<file path="config.mk">
export PLATFORM = sky130hd
export DESIGN_NAME = text_console
export DESIGN_NICKNAME = d
export VERILOG_FILES = /design/src/rtl/text_console.sv
export SDC_FILE = /design/constraint.sdc
export NUM_CORES = 2
export LEC_CHECK = 0
export CORE_MARGIN = 5
export CORE_UTILIZATION = 55
export CTS_CLUSTER_DIAMETER = 80
export CTS_CLUSTER_SIZE = 25
export DETAILED_ROUTE_END_ITERATION = 10
export PLACE_DENSITY = 0.82
export SLEW_MARGIN = 10
export SYNTH_ARGS = -nofsm -noshare
export SYNTH_HDL_FRONTEND = slang
export SYNTH_SLANG_ARGS = --single-unit
export TNS_END_PERCENT = 20
</file>
<file path="constraint.sdc">
create_clock -name clk -period 46.6 [get_ports clk]
set_input_delay 9.32 -clock clk [delete_from_list [all_inputs] [get_ports clk]]
set_output_delay 9.32 -clock clk [all_outputs]
set_load 0.005 [all_outputs]
</file>
<file path="src/rtl/text_console.sv">
// text_console: character-cell console buffer with cursor, scrolling via a circular row
// base, swept clears, and a registered screen-relative read port.
module text_console #(
    parameter int COLS  = 32,
    parameter int ROWS  = 16,
    parameter int COL_W = 5,
    parameter int ROW_W = 4
) (
    input  logic             clk,
    input  logic             reset_n,
    input  logic             i_wr,
    input  logic [7:0]       i_data,
    output logic             o_busy,
    output logic             o_dropped,
    input  logic [ROW_W-1:0] i_rd_row,
    input  logic [COL_W-1:0] i_rd_col,
    output logic [7:0]       o_rd_data,
    output logic [ROW_W-1:0] o_cur_row,
    output logic [COL_W-1:0] o_cur_col
);
    localparam int DEPTH = COLS * ROWS;
    localparam int AW = $clog2(DEPTH);
    localparam logic [ROW_W:0] ROWS_X = (ROW_W+1)'(ROWS);
    localparam logic [COL_W:0] COLS_X = (COL_W+1)'(COLS);
    localparam logic [7:0] SPACE = 8'h20;

    typedef enum logic [1:0] {CLEAR, IDLE, CLRROW} state_t;

    state_t           state;
    logic [ROW_W-1:0] top_row;
    logic [AW-1:0]    clr_cnt;
    logic [ROW_W-1:0] clr_row;
    logic [COL_W-1:0] clr_col;
    logic [7:0]       mem [DEPTH];

    function automatic logic [ROW_W-1:0] wrap_row(input logic [ROW_W-1:0] a, input logic [ROW_W-1:0] b);
        logic [ROW_W:0] s;
        s = {1'b0, a} + {1'b0, b};
        return s >= ROWS_X ? ROW_W'(s - ROWS_X) : s[ROW_W-1:0];
    endfunction

    logic             accept, printable, last_col, last_row, do_nl;
    logic [ROW_W-1:0] cur_phys, rd_phys;
    logic [AW-1:0]    cur_addr, clr_addr, rd_addr;
    logic             rd_oob;

    assign accept    = i_wr && state == IDLE;
    assign printable = i_data >= 8'h20 && i_data <= 8'h7E;
    assign last_col  = o_cur_col == COL_W'(COLS - 1);
    assign last_row  = o_cur_row == ROW_W'(ROWS - 1);
    assign do_nl     = accept && ((printable && last_col) || i_data == 8'h0A);
    assign cur_phys  = wrap_row(o_cur_row, top_row);
    assign rd_phys   = wrap_row(i_rd_row, top_row);
    assign cur_addr  = AW'(cur_phys) * AW'(COLS) + AW'(o_cur_col);
    assign clr_addr  = AW'(clr_row) * AW'(COLS) + AW'(clr_col);
    assign rd_addr   = AW'(rd_phys) * AW'(COLS) + AW'(i_rd_col);
    assign rd_oob    = {1'b0, i_rd_row} >= ROWS_X || {1'b0, i_rd_col} >= COLS_X;
    assign o_busy    = state != IDLE;

    logic          we;
    logic [AW-1:0] waddr;
    logic [7:0]    wdata;

    // Sweeps own the write port; cursor writes only happen in IDLE.
    always_comb begin
        we    = 1'b0;
        waddr = cur_addr;
        wdata = SPACE;
        if (state == CLEAR) begin
            we    = reset_n;
            waddr = clr_cnt;
        end else if (state == CLRROW) begin
            we    = reset_n;
            waddr = clr_addr;
        end else if (accept && printable) begin
            we    = 1'b1;
            wdata = i_data;
        end else if (accept && i_data == 8'h08 && o_cur_col != '0) begin
            we    = 1'b1;
            waddr = cur_addr - 1'b1;
        end
    end

    always_ff @(posedge clk)
        if (we) mem[waddr] <= wdata;

    always_ff @(posedge clk or negedge reset_n)
        if (!reset_n) o_rd_data <= SPACE;
        else o_rd_data <= rd_oob ? SPACE : mem[rd_addr];

    always_ff @(posedge clk or negedge reset_n) begin
        if (!reset_n) begin
            state     <= CLEAR;
            top_row   <= '0;
            clr_cnt   <= '0;
            clr_row   <= '0;
            clr_col   <= '0;
            o_cur_row <= '0;
            o_cur_col <= '0;
            o_dropped <= 1'b0;
        end else begin
            o_dropped <= i_wr && state != IDLE;
            case (state)
                CLEAR: begin
                    clr_cnt <= clr_cnt + 1'b1;
                    if (clr_cnt == AW'(DEPTH - 1)) state <= IDLE;
                end
                CLRROW: begin
                    clr_col <= clr_col + 1'b1;
                    if (clr_col == COL_W'(COLS - 1)) state <= IDLE;
                end
                IDLE: if (i_wr) begin
                    if (printable) o_cur_col <= last_col ? '0 : o_cur_col + 1'b1;
                    else if (i_data == 8'h0D) o_cur_col <= '0;
                    else if (i_data == 8'h08 && o_cur_col != '0) o_cur_col <= o_cur_col - 1'b1;
                    else if (i_data == 8'h0C) begin
                        o_cur_row <= '0;
                        o_cur_col <= '0;
                        top_row   <= '0;
                        clr_cnt   <= '0;
                        state     <= CLEAR;
                    end
                    // At the bottom line, scroll by advancing the base and blanking the old top row.
                    if (do_nl) begin
                        if (!last_row) o_cur_row <= o_cur_row + 1'b1;
                        else begin
                            top_row <= top_row == ROW_W'(ROWS - 1) ? '0 : top_row + 1'b1;
                            clr_row <= top_row;
                            clr_col <= '0;
                            state   <= CLRROW;
                        end
                    end
                end
                default: state <= CLEAR;
            endcase
        end
    end
endmodule

</file>
## Yosys cells after proc, flatten, opt, wreduce, memory -nomap -nowiden

Memories as Yosys holds them, arrays and structs flattened. A register that Yosys moved wholly into a read port is not among the register bits.
Cells that the tools add are included.

- Memories: 1
- Bits in writable memories: 4096
- Word-level logic and storage cells: 123
- Input bits: 20
- Bits in registers: 34

Memory list:

| memory | words | width | read ports | clocked after Yosys merged registers in | wr ports | line | text |
|---|---|---|---|---|---|---|---|
| mem | 512 | 8 | 1 | 1 | 1 | 34 | `logic [7:0] mem [DEPTH];` |

- Reduce and logical (&&, ||, !) cells: 22
- Magnitude comparators: 4
- $add $sub $neg: 14
- Mux-type cells: 53
- Eq/ne operators: 21

Operators with widths:

| cell | number |
|---|---|
| $mux 9 | 9 |
| $mux 4 | 15 |
| $mux 5 | 8 |
| $eq 8x4->1 const B | 4 |
| $add 9x5->9 | 3 |
| $mux 8 | 3 |
| $mux 2 | 9 |
| $pmux 9 s2 | 1 |
| $ne 2x2->1 const B | 6 |
| $add 4x4->5 | 2 |
| $add 5x1->5 const B | 2 |
| $eq 5x5->1 const B | 2 |
| $ge 5x5->1 const B | 2 |
| $pmux 5 s2 | 1 |
| $add 9x1->9 const B | 1 |
| $eq 9x9->1 const B | 1 |
| $logic_and 1x1->1 | 9 |
| $sub 9x1->9 const B | 1 |
| $add 4x1->4 const B | 2 |
| $eq 4x4->1 const B | 2 |
| $ge 8x6->1 const B | 1 |
| $le 8x7->1 const B | 1 |
| $ne 2x1->1 const B | 4 |
| $reduce_and 4->1 | 2 |
| other kinds (15) | 23 |

## Logic depth before layout (Yosys ltp)

- Word-level depth: 10
- Depth in mapped cells: 13
- Gate-level depth less buffers: 10

## Worst setup path before layout

OpenSTA, ideal clock, no wires.

- Path kind: input -> register
- From: input i_wr
- To: memory mem[0][1] (data pin)
- Cell stages on the path: 3
- Required time: 42.620 ns
- Slack: 13.613 ns
- Library setup time: 3.980 ns
- Arrival: 29.007 ns
- Path through: nand2_1 clkbuf_1 nor3_1

- Word-level cells in the longest chain between the ends: 5

Ends and longest elaborated chain:

| what | line | text |
|---|---|---|
| from (decl) | 11 | `input logic i_wr,` |
| $logic_and 1x1->1 | 47 | `assign accept = i_wr && state == IDLE;` |
| $logic_and 1x1->1 | 75 | `end else if (accept && printable) begin` |
| $mux 8 | 75 |  |
| $mux 8 | 72 | `end else if (state == CLRROW) begin` |
| $mux 8 | 69 | `if (state == CLEAR) begin` |
| named net wdata[1] | 62 | `logic [7:0] wdata;` |
| to (decl) | 34 |  |

The timed path passes the listed nets, and every way through them passes these cells.

## Final worst setup path

- From: input i_rd_col[0]
- To: register o_rd_data[5] (read register of mem)

- Word-level cells in the longest chain between the ends: 1

Ends and longest elaborated chain:

| what | line | text |
|---|---|---|
| from (decl) | 16 | `input logic [COL_W-1:0] i_rd_col,` |
| $add 9x5->9 | 56 | `assign rd_addr = AW'(rd_phys) * AW'(COLS) + AW'(i_rd_col);` |
| to (decl) | 17 | `output logic [7:0] o_rd_data,` |

No other way between the ends.
A chain may end at the register's enable or synchronous reset.

==> results.md <==
* #FFs+latches synth at 4138
* Clock transition at the registers of the reported paths at 90 ps
* Clock skew at 61.29 ps
* DRT Wirelength at 392400 um
* Vias per inst at 6.703
* Dominant synthesized flop cell: edfxtp_1
* Post-cts hold buffer count at 0
* Cts repair resizes at 0
* Multi-input gate area at 0.03716 mm2
* Die Area at 0.3044 mm2
* CP startpoint kind: input port
* CTS buffer count at 194
* Synth area leader: edfxtp_1
* Die H at 551.7 um
* Fin crit share at 32.78%
* Io pins at 39
* Worst R2R Path Depth at 7
* Slew HR at -0.1677%
* Post-synth EDFFs at 4096
* Post-DRT Antenna Nets at 0
* # Max-Cap Violations at 1
* Gpl congestion at 0.8648
* Largest net degree at the start of global routing at 228
* Final Util at 59.06%
* RR Startpoint: state[0]
* CTS tree: done
* Starting Density at 55.08%
* Pwr per Cell Area at 35.28 mW/mm2
* Reg-to-Reg End: mem[388][2]
* Async set-reset flop share out of synthesis at 1.015%
* Failing checks: capacitance limit, slew limit
* Share of Yosys cell area claimed by the top area cell type at 76.20%
* Synth top area cells: edfxtp_1, mux4_2, mux2i_1
* Max clock buf depth at 4
* Number of DRC markers in iteration 0 at 13190
* Commonest non-fill, non-tap cell in the layout: edfxtp_1
* Fin nets at 8608
* GRT Total Usage at 25.64%
* Worst R2R Setup Slack at 40370 ps
* Number of global-route vias before repair at 83350
* # setup viols final at 0
* Seq. cell area at 0.1241 mm2
* Crit end category: flip-flop
* Root buf cell: clkbuf_16
* CP cell instances: buf_16 > buf_4 > buf_4 > buf_4 > buf_4 > buf_4 > mux4_2 > o22ai_1 > o21ai_0 > a21oi_1 > a211oi_1 > and3_1
* Crit-path slowest cell: buf_4
* CP delay by family, top: buffers and inverters
* Worst setup path class: input port to flip-flop
* WL/cell at 31.26 um
* Core ar. at 0.2931 mm2
* Global-route wire length before repair at 572600 um
* Syn avg cell area at 19.72 um2
* Pre-Repair DR Iteration Count at 6
* Grt total ovfl at 0
* DRC errors left at 0
* Port bufs at 38
* Row cnt at 199
* Initial antenna violation count at 32
* Post-synthesis sequential area ratio at 76.85%
* Fin. Hold Viols at 0
* DP Wirelength at 237600 um
* Leakage at 48.29 nW
* Die Span X at 551.7 um
* Pins over their slew limit at 1
* Setup bufs post-CTS at 0
* Crit path time final at 15280 ps
* H-tree depth at 4
* Vias at 84150
* Mapped cell area at 0.1614 mm2
* Tightest Pin Transition at 1487 ps
* Hold Startpoint: clr_row[2]
* Worst hold path endpoint: clr_row[2]
* Max incr delay on CP at 910 ps
* Setup_tns at 0 ps
* Hold path cells at 2
* Synthesis-to-layout area growth at 7.233%
* WP data arrival at 16120 ps
* Peak supply drop at 0.03786 mV
* RSZ-0062 raised after global routing: no
* Peak Freq at 65.46 MHz
* Most frequent cell on the critical path: buf_4
* Worst Path Buf+Inv at 6
* Synth unique cells at 72
* Fin cells at 12550
* Synth Instances at 8186
* Worst Hold Class: flip-flop to flip-flop
* Clk Latency, worst-skew pair at 940 ps
* CTS Sinks at 4138
* Share of layout cells above drive strength 1 at 12.82%
* Placed instance count at 12290
* Status: finished with violations
* Most frequent cells in the layout: edfxtp_1, mux2i_1, mux4_2
* WP data required at 47440 ps
* FILL cells at 19880
* Yosys Warn Count at 0
* Worst-path maximum fanout at 95
-- registers in the layout, summed over array words and instances (netlist names) --
register   flops
top_row        4
o_cur_row      4
o_dropped      1
state          2
clr_col        5
o_cur_col      5
clr_row        4
o_rd_data      8
clr_cnt        9
mem         4096
-- area by class of cell --
class                           count  area share (%)
Antenna cell                       23         0.03325
Clock buffer                      224           2.925
Clock inverter                     13         0.09687
Sequential cell                  4138           71.67
Timing Repair Buffer              186          0.9260
Inverter                           19         0.04988
Multi-Input combinational cell   4032           21.47
Tap cell                         3919           2.833
-- through the flow --
| step | instance area, um2 | power [W] | setup slack, ps | hold WS [ps] |
|---|---|---|---|---|
| finish | 173100 | 0.006106 | 31320 | 494.6 |
| global route | 173000 | 0.006272 | 30790 | 507.1 |
| CTS | 173000 | 0.006106 | 31290 | 496.3 |
| detailed placement | 167800 | 0.004327 | 30320 | 473.5 |
| global placement | 167800 | 0.004323 | 30390 | 459.5 |
| floorplan | 163300 | 0.004256 | 13610 | 445.8 |
-- worst register-to-register path: cells and delay by family (launching register included) --
family                 cells  cell delay [ps]
buffers and inverters      3             2690
AND/OR/NAND/NOR            4             2210
flip-flops                 1              890
-- cells by family (layout without fill, tap and decap cells) --
kind of cell	count (synthesis)	in the layout	share of synthesized area [%]
other	1	535	0.002323
DFF	4138	4138	76.85
xor gates and xnor gates	13	13	0.07054
buffers and inverters	527	442	1.426
muxes	1449	1449	14.16
AOI/OAI and AO/OA	1171	1171	4.943
and+or+nand+nor	870	870	2.399
adders and majority gates	17	17	0.1411
-- synthesized netlist by cell type (10+ instances only) --
master,instances
edfxtp_1,4096
mux2i_1,780
mux4_2,668
nor2_1,547
o221ai_1,382
clkbuf_1,253
a21oi_1,240
buf_2,219
o21ai_0,203
o22ai_1,194
nand2_1,100
nand4_1,66
a22oi_1,57
dfrtp_1,41
a211oi_1,30
nor2b_1,28
buf_1,23
nor4_1,19
and3_1,18
inv_1,18
nand3_1,16
ha_1,15
buf_4,13
or3_1,12
and2_1,11
nand3b_1,10
o211ai_1,10
-- routing by layer --
layer	up-vias	global-route usage, %	part of all wire (%)	wire length [um]
met5	-	0	0.032	127
met4	18	10.69	4.9	19090
met3	1013	6.623	13	51150
met2	6210	39.62	47	184500
met1	42840	35.26	35	137600
li1	34070	-	-	-
-- power breakdown --
| group | switching (W) | internal (W) | total, W |
|---|---|---|---|
| sequential | 0.00000390 | 0.00403 | 0.00403 |
| clock | 0.00108 | 0.000776 | 0.00186 |
| combinational | 0.000142 | 0.0000724 | 0.000215 |
-- worst max-delay path by stage --
| stage | slack, ps | cells after the start | from | endpoint |
|---|---|---|---|---|
| finish | 31320 | 12 | i_rd_col[0] | o_rd_data[5] |
| global route | 30790 | 13 | i_rd_col[0] | o_rd_data[1] |
| CTS | 31290 | 12 | i_rd_col[0] | o_rd_data[2] |
| detailed placement | 30320 | 12 | i_rd_col[0] | o_rd_data[2] |
| global placement | 30390 | 12 | i_rd_col[0] | o_rd_data[2] |
| floorplan | 13610 | 3 | i_wr | mem[0][1] |
Note: power is estimated with default switching activity, not from simulation.
